$ cat src/rtl/stream_demux4.sv
// Four-way valid/ready stream distributor; each output channel has its own 2-entry FIFO.
// Optional per-channel delivery counters are enabled by defining STREAM_DEMUX4_STATS_EN.
module stream_demux4_fifo #(
    parameter int W = 32
) (
    input  logic         clk,
    input  logic         reset_n,
    input  logic         push,
    input  logic         pop,
    input  logic [W-1:0] wdata,
    output logic [1:0]   count,
    output logic [W-1:0] rdata
);
    logic [1:0][W-1:0] mem;
    logic              wp, rp;

    always_ff @(posedge clk) begin
        if (!reset_n) begin
            mem   <= '0;
            wp    <= 1'b0;
            rp    <= 1'b0;
            count <= 2'd0;
        end else begin
            if (push) begin
                mem[wp] <= wdata;
                wp      <= ~wp;
            end
            if (pop)
                rp <= ~rp;
            // Simultaneous push and pop leaves occupancy unchanged.
            case ({push, pop})
                2'b10:   count <= count + 2'd1;
                2'b01:   count <= count - 2'd1;
                default: count <= count;
            endcase
        end
    end

    assign rdata = mem[rp];
endmodule

module stream_demux4 #(
    parameter int DATA_BIT_WIDTH = 32
) (
    input  logic                      clk,
    input  logic                      reset_n,
    input  logic                      in_valid,
    output logic                      in_ready,
    input  logic [1:0]                in_sel,
    input  logic [DATA_BIT_WIDTH-1:0] in_data,
    output logic [3:0]                out_valid,
    input  logic [3:0]                out_ready,
`ifdef STREAM_DEMUX4_STATS_EN
    output logic [15:0]               delivered0,
    output logic [15:0]               delivered1,
    output logic [15:0]               delivered2,
    output logic [15:0]               delivered3,
`endif
    output logic [DATA_BIT_WIDTH-1:0] out_data0,
    output logic [DATA_BIT_WIDTH-1:0] out_data1,
    output logic [DATA_BIT_WIDTH-1:0] out_data2,
    output logic [DATA_BIT_WIDTH-1:0] out_data3
);
    localparam int NUM_CH = 4;

    logic [NUM_CH-1:0][1:0]                cnt;
    logic [NUM_CH-1:0][DATA_BIT_WIDTH-1:0] head;
    logic [NUM_CH-1:0]                     push, pop;
    logic                                  accept;

    // Readiness depends only on registered occupancy; no bypass from out_ready.
    assign in_ready = (cnt[in_sel] != 2'd2);
    assign accept   = in_valid & in_ready;

    genvar k;
    generate
        for (k = 0; k < NUM_CH; k++) begin : g_ch
            assign push[k]      = accept && (in_sel == k[1:0]);
            assign out_valid[k] = (cnt[k] != 2'd0);
            assign pop[k]       = out_valid[k] & out_ready[k];

            stream_demux4_fifo #(.W(DATA_BIT_WIDTH)) u_fifo (
                .clk     (clk),
                .reset_n (reset_n),
                .push    (push[k]),
                .pop     (pop[k]),
                .wdata   (in_data),
                .count   (cnt[k]),
                .rdata   (head[k])
            );
        end
    endgenerate

    assign out_data0 = head[0];
    assign out_data1 = head[1];
    assign out_data2 = head[2];
    assign out_data3 = head[3];

`ifdef STREAM_DEMUX4_STATS_EN
    logic [NUM_CH-1:0][15:0] dcnt;

    always_ff @(posedge clk) begin
        if (!reset_n) begin
            dcnt <= '0;
        end else begin
            for (int i = 0; i < NUM_CH; i++)
                if (pop[i] && dcnt[i] != 16'hFFFF)
                    dcnt[i] <= dcnt[i] + 16'd1;
        end
    end

    assign delivered0 = dcnt[0];
    assign delivered1 = dcnt[1];
    assign delivered2 = dcnt[2];
    assign delivered3 = dcnt[3];
`endif
endmodule

$ cat config.mk
export PLATFORM = sky130hd
export DESIGN_NAME = stream_demux4
export DESIGN_NICKNAME = d
export VERILOG_FILES = /design/src/rtl/stream_demux4.sv
export SDC_FILE = /design/constraint.sdc
export NUM_CORES = 1
export LEC_CHECK = 0
export CAP_MARGIN = 20
export CELL_PAD_IN_SITES_DETAIL_PLACEMENT = 1
export CELL_PAD_IN_SITES_GLOBAL_PLACEMENT = 1
export CORE_MARGIN = 1
export CORE_UTILIZATION = 30
export DETAILED_ROUTE_END_ITERATION = 7
export DONT_BUFFER_PORTS = 1
export HOLD_SLACK_MARGIN = 0.06
export PLACE_DENSITY_LB_ADDON = 0.1
export SETUP_SLACK_MARGIN = 0.02
export SLEW_MARGIN = 20
export SYNTH_ARGS = -nofsm -noshare
export SYNTH_HDL_FRONTEND = slang
export SYNTH_HIERARCHICAL = 1
export SYNTH_SLANG_ARGS = --single-unit
$ cat constraint.sdc
create_clock -name clk -period 2.5 [get_ports clk]
set_input_delay 0 -clock clk [delete_from_list [all_inputs] [get_ports clk]]
set_output_delay 0 -clock clk [all_outputs]
set_load 0.01 [all_outputs]
==> flow_summary.json <==
{
  "outcome": "finished, final reports clean",
  "synthCells": 1353,
  "grt_overflow": 0,
  "required_ns": 2.97,
  "start_kind": "register",
  "routed_wl_um": 41200,
  "ff2ff_path_depth": 7,
  "root_buffer": "clkbuf_16",
  "powerDensity_mw_per_mm2": 734.2,
  "die_h_um": 201.4,
  "via_count": 9504,
  "fin_crit_sh_pct": 92.60,
  "cts_tree": "done",
  "worst_pin_slew_ns": 0.8359,
  "finClkSkew_ns": 0.01889,
  "finalNonFillerCells": 1972,
  "dp_hpwl_um": 24690,
  "cts_buffer_depth": 3,
  "whs_path_depth": 5,
  "drc": 0,
  "drive_gt1_share_pct": 16.00,
  "fin_crit_ns": 2.315,
  "drt_iter0_markers": 357,
  "die_x_um": 201.4,
  "hold_viol": 0,
  "setup_tns_ns": 0,
  "r2r_start": "g_ch[2].u_fifo/count[0]",
  "ys_seq_area_share_pct": 45.67,
  "yosys-top-cells-area": "dfxtp_1 (46%), nand2_1 (16%), a21boi_1 (14%), mux2_2 (12%), buf_4 (2.5%)",
  "synth_edf_count": 0,
  "reg2reg_to": "g_ch[2].u_fifo/mem[28]",
  "synth_warnings": 6,
  "cp-end-kind": "register",
  "port-buffer-count": 0,
  "synthTopCellsByCount": "nand2_1 (520), dfxtp_1 (272), a21boi_1 (228), mux2_2 (128), buf_4 (40)",
  "finish.net_count": 1477,
  "synthDistinctLibCells": 25,
  "ioPinCount": 174,
  "path_clk_slew_ns": 0.06,
  "synth.largest_area_cell": "dfxtp_1",
  "gp_congestion": 0.7126,
  "ant_nets": 0,
  "avgSynthCellArea_um2": 8.813,
  "async_flop_share_pct": 0,
  "dp.cells": 1793,
  "vdd_ir_drop_max_mv": 0.3970,
  "core_mm2": 0.03892,
  "syn_area_mm2": 0.01192,
  "numCtsBuffers": 35,
  "drv_cap": 0,
  "clk_latency_ns": 0.53,
  "area_growth_syn_to_layout_pct": 23.10,
  "slew_viol_final": 0,
  "min-delay-start": "in_valid",
  "worstSetupPathType": "reg2reg",
  "synth_top_area_share_pct": 45.67,
  "hold_path_class": "in2reg",
  "htreeDepth": 2,
  "grt_pass1_vias": 10161,
  "antenna_found_initial": 3,
  "num_rows": 72,
  "critPathArrivalTime_ns": 2.78,
  "n_fill_cell": 4498,
  "rsz0062_at_grt": "no",
  "worst-path-max-fanout": 26,
  "setup_viol": 0,
  "grt_start_max_net_pins": 207,
  "avgRoutedWirePerCell_um": 20.89,
  "via_per_inst": 4.819,
  "drtPass1Iterations": 6,
  "reg2reg_slack_ns": 0.18,
  "synth_seq_cells": 272,
  "slew_headroom_pct": 44.28,
  "cts.sink_count": 272,
  "die-area_mm2": 0.04055,
  "p_leak_uw": 0.005414,
  "syn-num-nets": 1398,
  "grt_pass1_wl_um": 63160,
  "synth-main-ff-cell": "dfxtp_1",
  "fmax_ghz": 0.4320,
  "initial_core_util_pct": 30.64,
  "hold_end": "g_ch[0].u_fifo/mem[1]",
  "synth_most_common_cell": "nand2_1",
  "grt_usage_pct": 20.55,
  "holdWs_ns": 0.06447
}
==> where the power goes <==
part	switching, uW	internal, uW
Sequential	138	4470
Clock	1900	3030
Combinational	685	552
Total	2720	8060
==> layer usage <==
| metal | wire [um] | part of all wire (%) | vias to the layer above | global-route usage, % |
|---|---|---|---|---|
| met4 | 906 | 2.2 | 0 | 5.601 |
| met3 | 2146 | 5.2 | 56 | 5.394 |
| met1 | 17930 | 44 | 4691 | 24.66 |
| met5 | 0 | 0 | - | 0 |
| li1 | - | - | 4587 | - |
| met2 | 20220 | 49 | 170 | 35.97 |
==> flip-flops by register name, summed over array words and instances, names as in the netlist <==
register	count
g_ch.u_fifo/mem	256
g_ch.u_fifo/wp	4
g_ch.u_fifo/rp	4
g_ch.u_fifo/count	8
==> kinds of logic (layout without fill, tap and decap cells) <==
logic type / after synthesis / after routing / synth area share (%)
AO/OA/AOI/OAI: 268 / 268 / 16.79
XOR/XNOR: 12 / 12 / 0.8814
adder cells (fa/ha/maj): 4 / 4 / 0.4197
buffers and inverters: 108 / 205 / 5.247
flip-flops: 272 / 272 / 45.67
multiplexers: 129 / 129 / 12.28
other: 0 / 4 / 0
AND/OR/NAND/NOR: 560 / 560 / 18.72
==> cell usage in the layout, fill, tap and decap left out <==
cell type      synthesis  final
or3_1                  4      4
and2_1                16     14
or2_1                  4      4
clkbuf_1              24      5
buf_16                 0      1
nand2b_2               0      1
ha_4                   0      1
o21ai_0                4      4
a21boi_1             228    228
ha_1                   4      3
clkbuf_16              0     37
nand2b_4               2      4
and4_2                 1      1
dfxtp_2                0      5
xor2_1                 4      4
bufinv_16              0      1
clkbuf_8               0      9
nand2b_1               6      3
nand2_2                0      2
inv_1                  4      4
mux4_2                 1      1
dfxtp_1              272    267
nor4bb_4               0      1
and4b_1                2      2
buf_12                 0      8
diode_2                0      4
mux2_2               128    128
xnor2_1                8      8
and2_4                 0      2
clkinv_2               0      3
buf_4                 40     23
a21boi_0              36     36
nor2b_4                0      4
nand2_1              520    518
dlygate4sd3_1          0    114
==> per-stage QoR <==
step	cell area (um2)	total power [uW]	util, %	setup slack, ns
floorplan	11920	5473	-	0.6372
global placement	12300	5685	31.61	0.6799
detailed placement	12300	5705	31.61	0.5829
CTS	14580	10990	37.47	0.02476
global route	14670	11260	37.70	0.02096
finish	14680	10780	37.72	0.1849
==> critical path, cell delays in order (launching register included) <==
cell and delay (ns):
dfxtp_1 0.39, nand2b_1 0.14, and4b_1 0.34, nor2b_4 0.34
buf_12 0.23, nand2_1 0.07, a21boi_1 0.15, dlygate4sd3_1 0.57
==> worst max-delay path by stage <==
stage                             from                 endpoint  slack [ns]
4_1_cts        g_ch[0].u_fifo/count[0]  g_ch[0].u_fifo/count[1]        0.02
6_report       g_ch[2].u_fifo/count[0]   g_ch[2].u_fifo/mem[28]        0.18
3_5_place_dp   g_ch[0].u_fifo/count[0]  g_ch[0].u_fifo/count[1]        0.58
3_3_place_gp   g_ch[0].u_fifo/count[0]  g_ch[0].u_fifo/count[1]        0.68
5_1_grt        g_ch[2].u_fifo/count[0]   g_ch[2].u_fifo/mem[28]        0.02
2_1_floorplan  g_ch[0].u_fifo/count[0]  g_ch[0].u_fifo/count[1]        0.64
==> what timing repair did <==
item	in CTS	in global routing
gates resized for setup	0	10
hold buffers	115	0
hold endpoints to repair	272	0
setup endpoints to repair	0	27
setup buffers	0	5
==> final cells by class <==
class / instances / area, um2 / area share [%]
tap: 518 / 648.1 / 4.416
clock inverter: 4 / 45.04 / 0.3069
antenna: 4 / 10.01 / 0.06820
timing repair buffer: 146 / 1501 / 10.23
inverter: 4 / 15.01 / 0.1023
clock buffer: 51 / 1069 / 7.280
sequential: 272 / 5451 / 37.14
multi-input combinational: 973 / 5938 / 40.46
(Power assumes the default switching activity.)
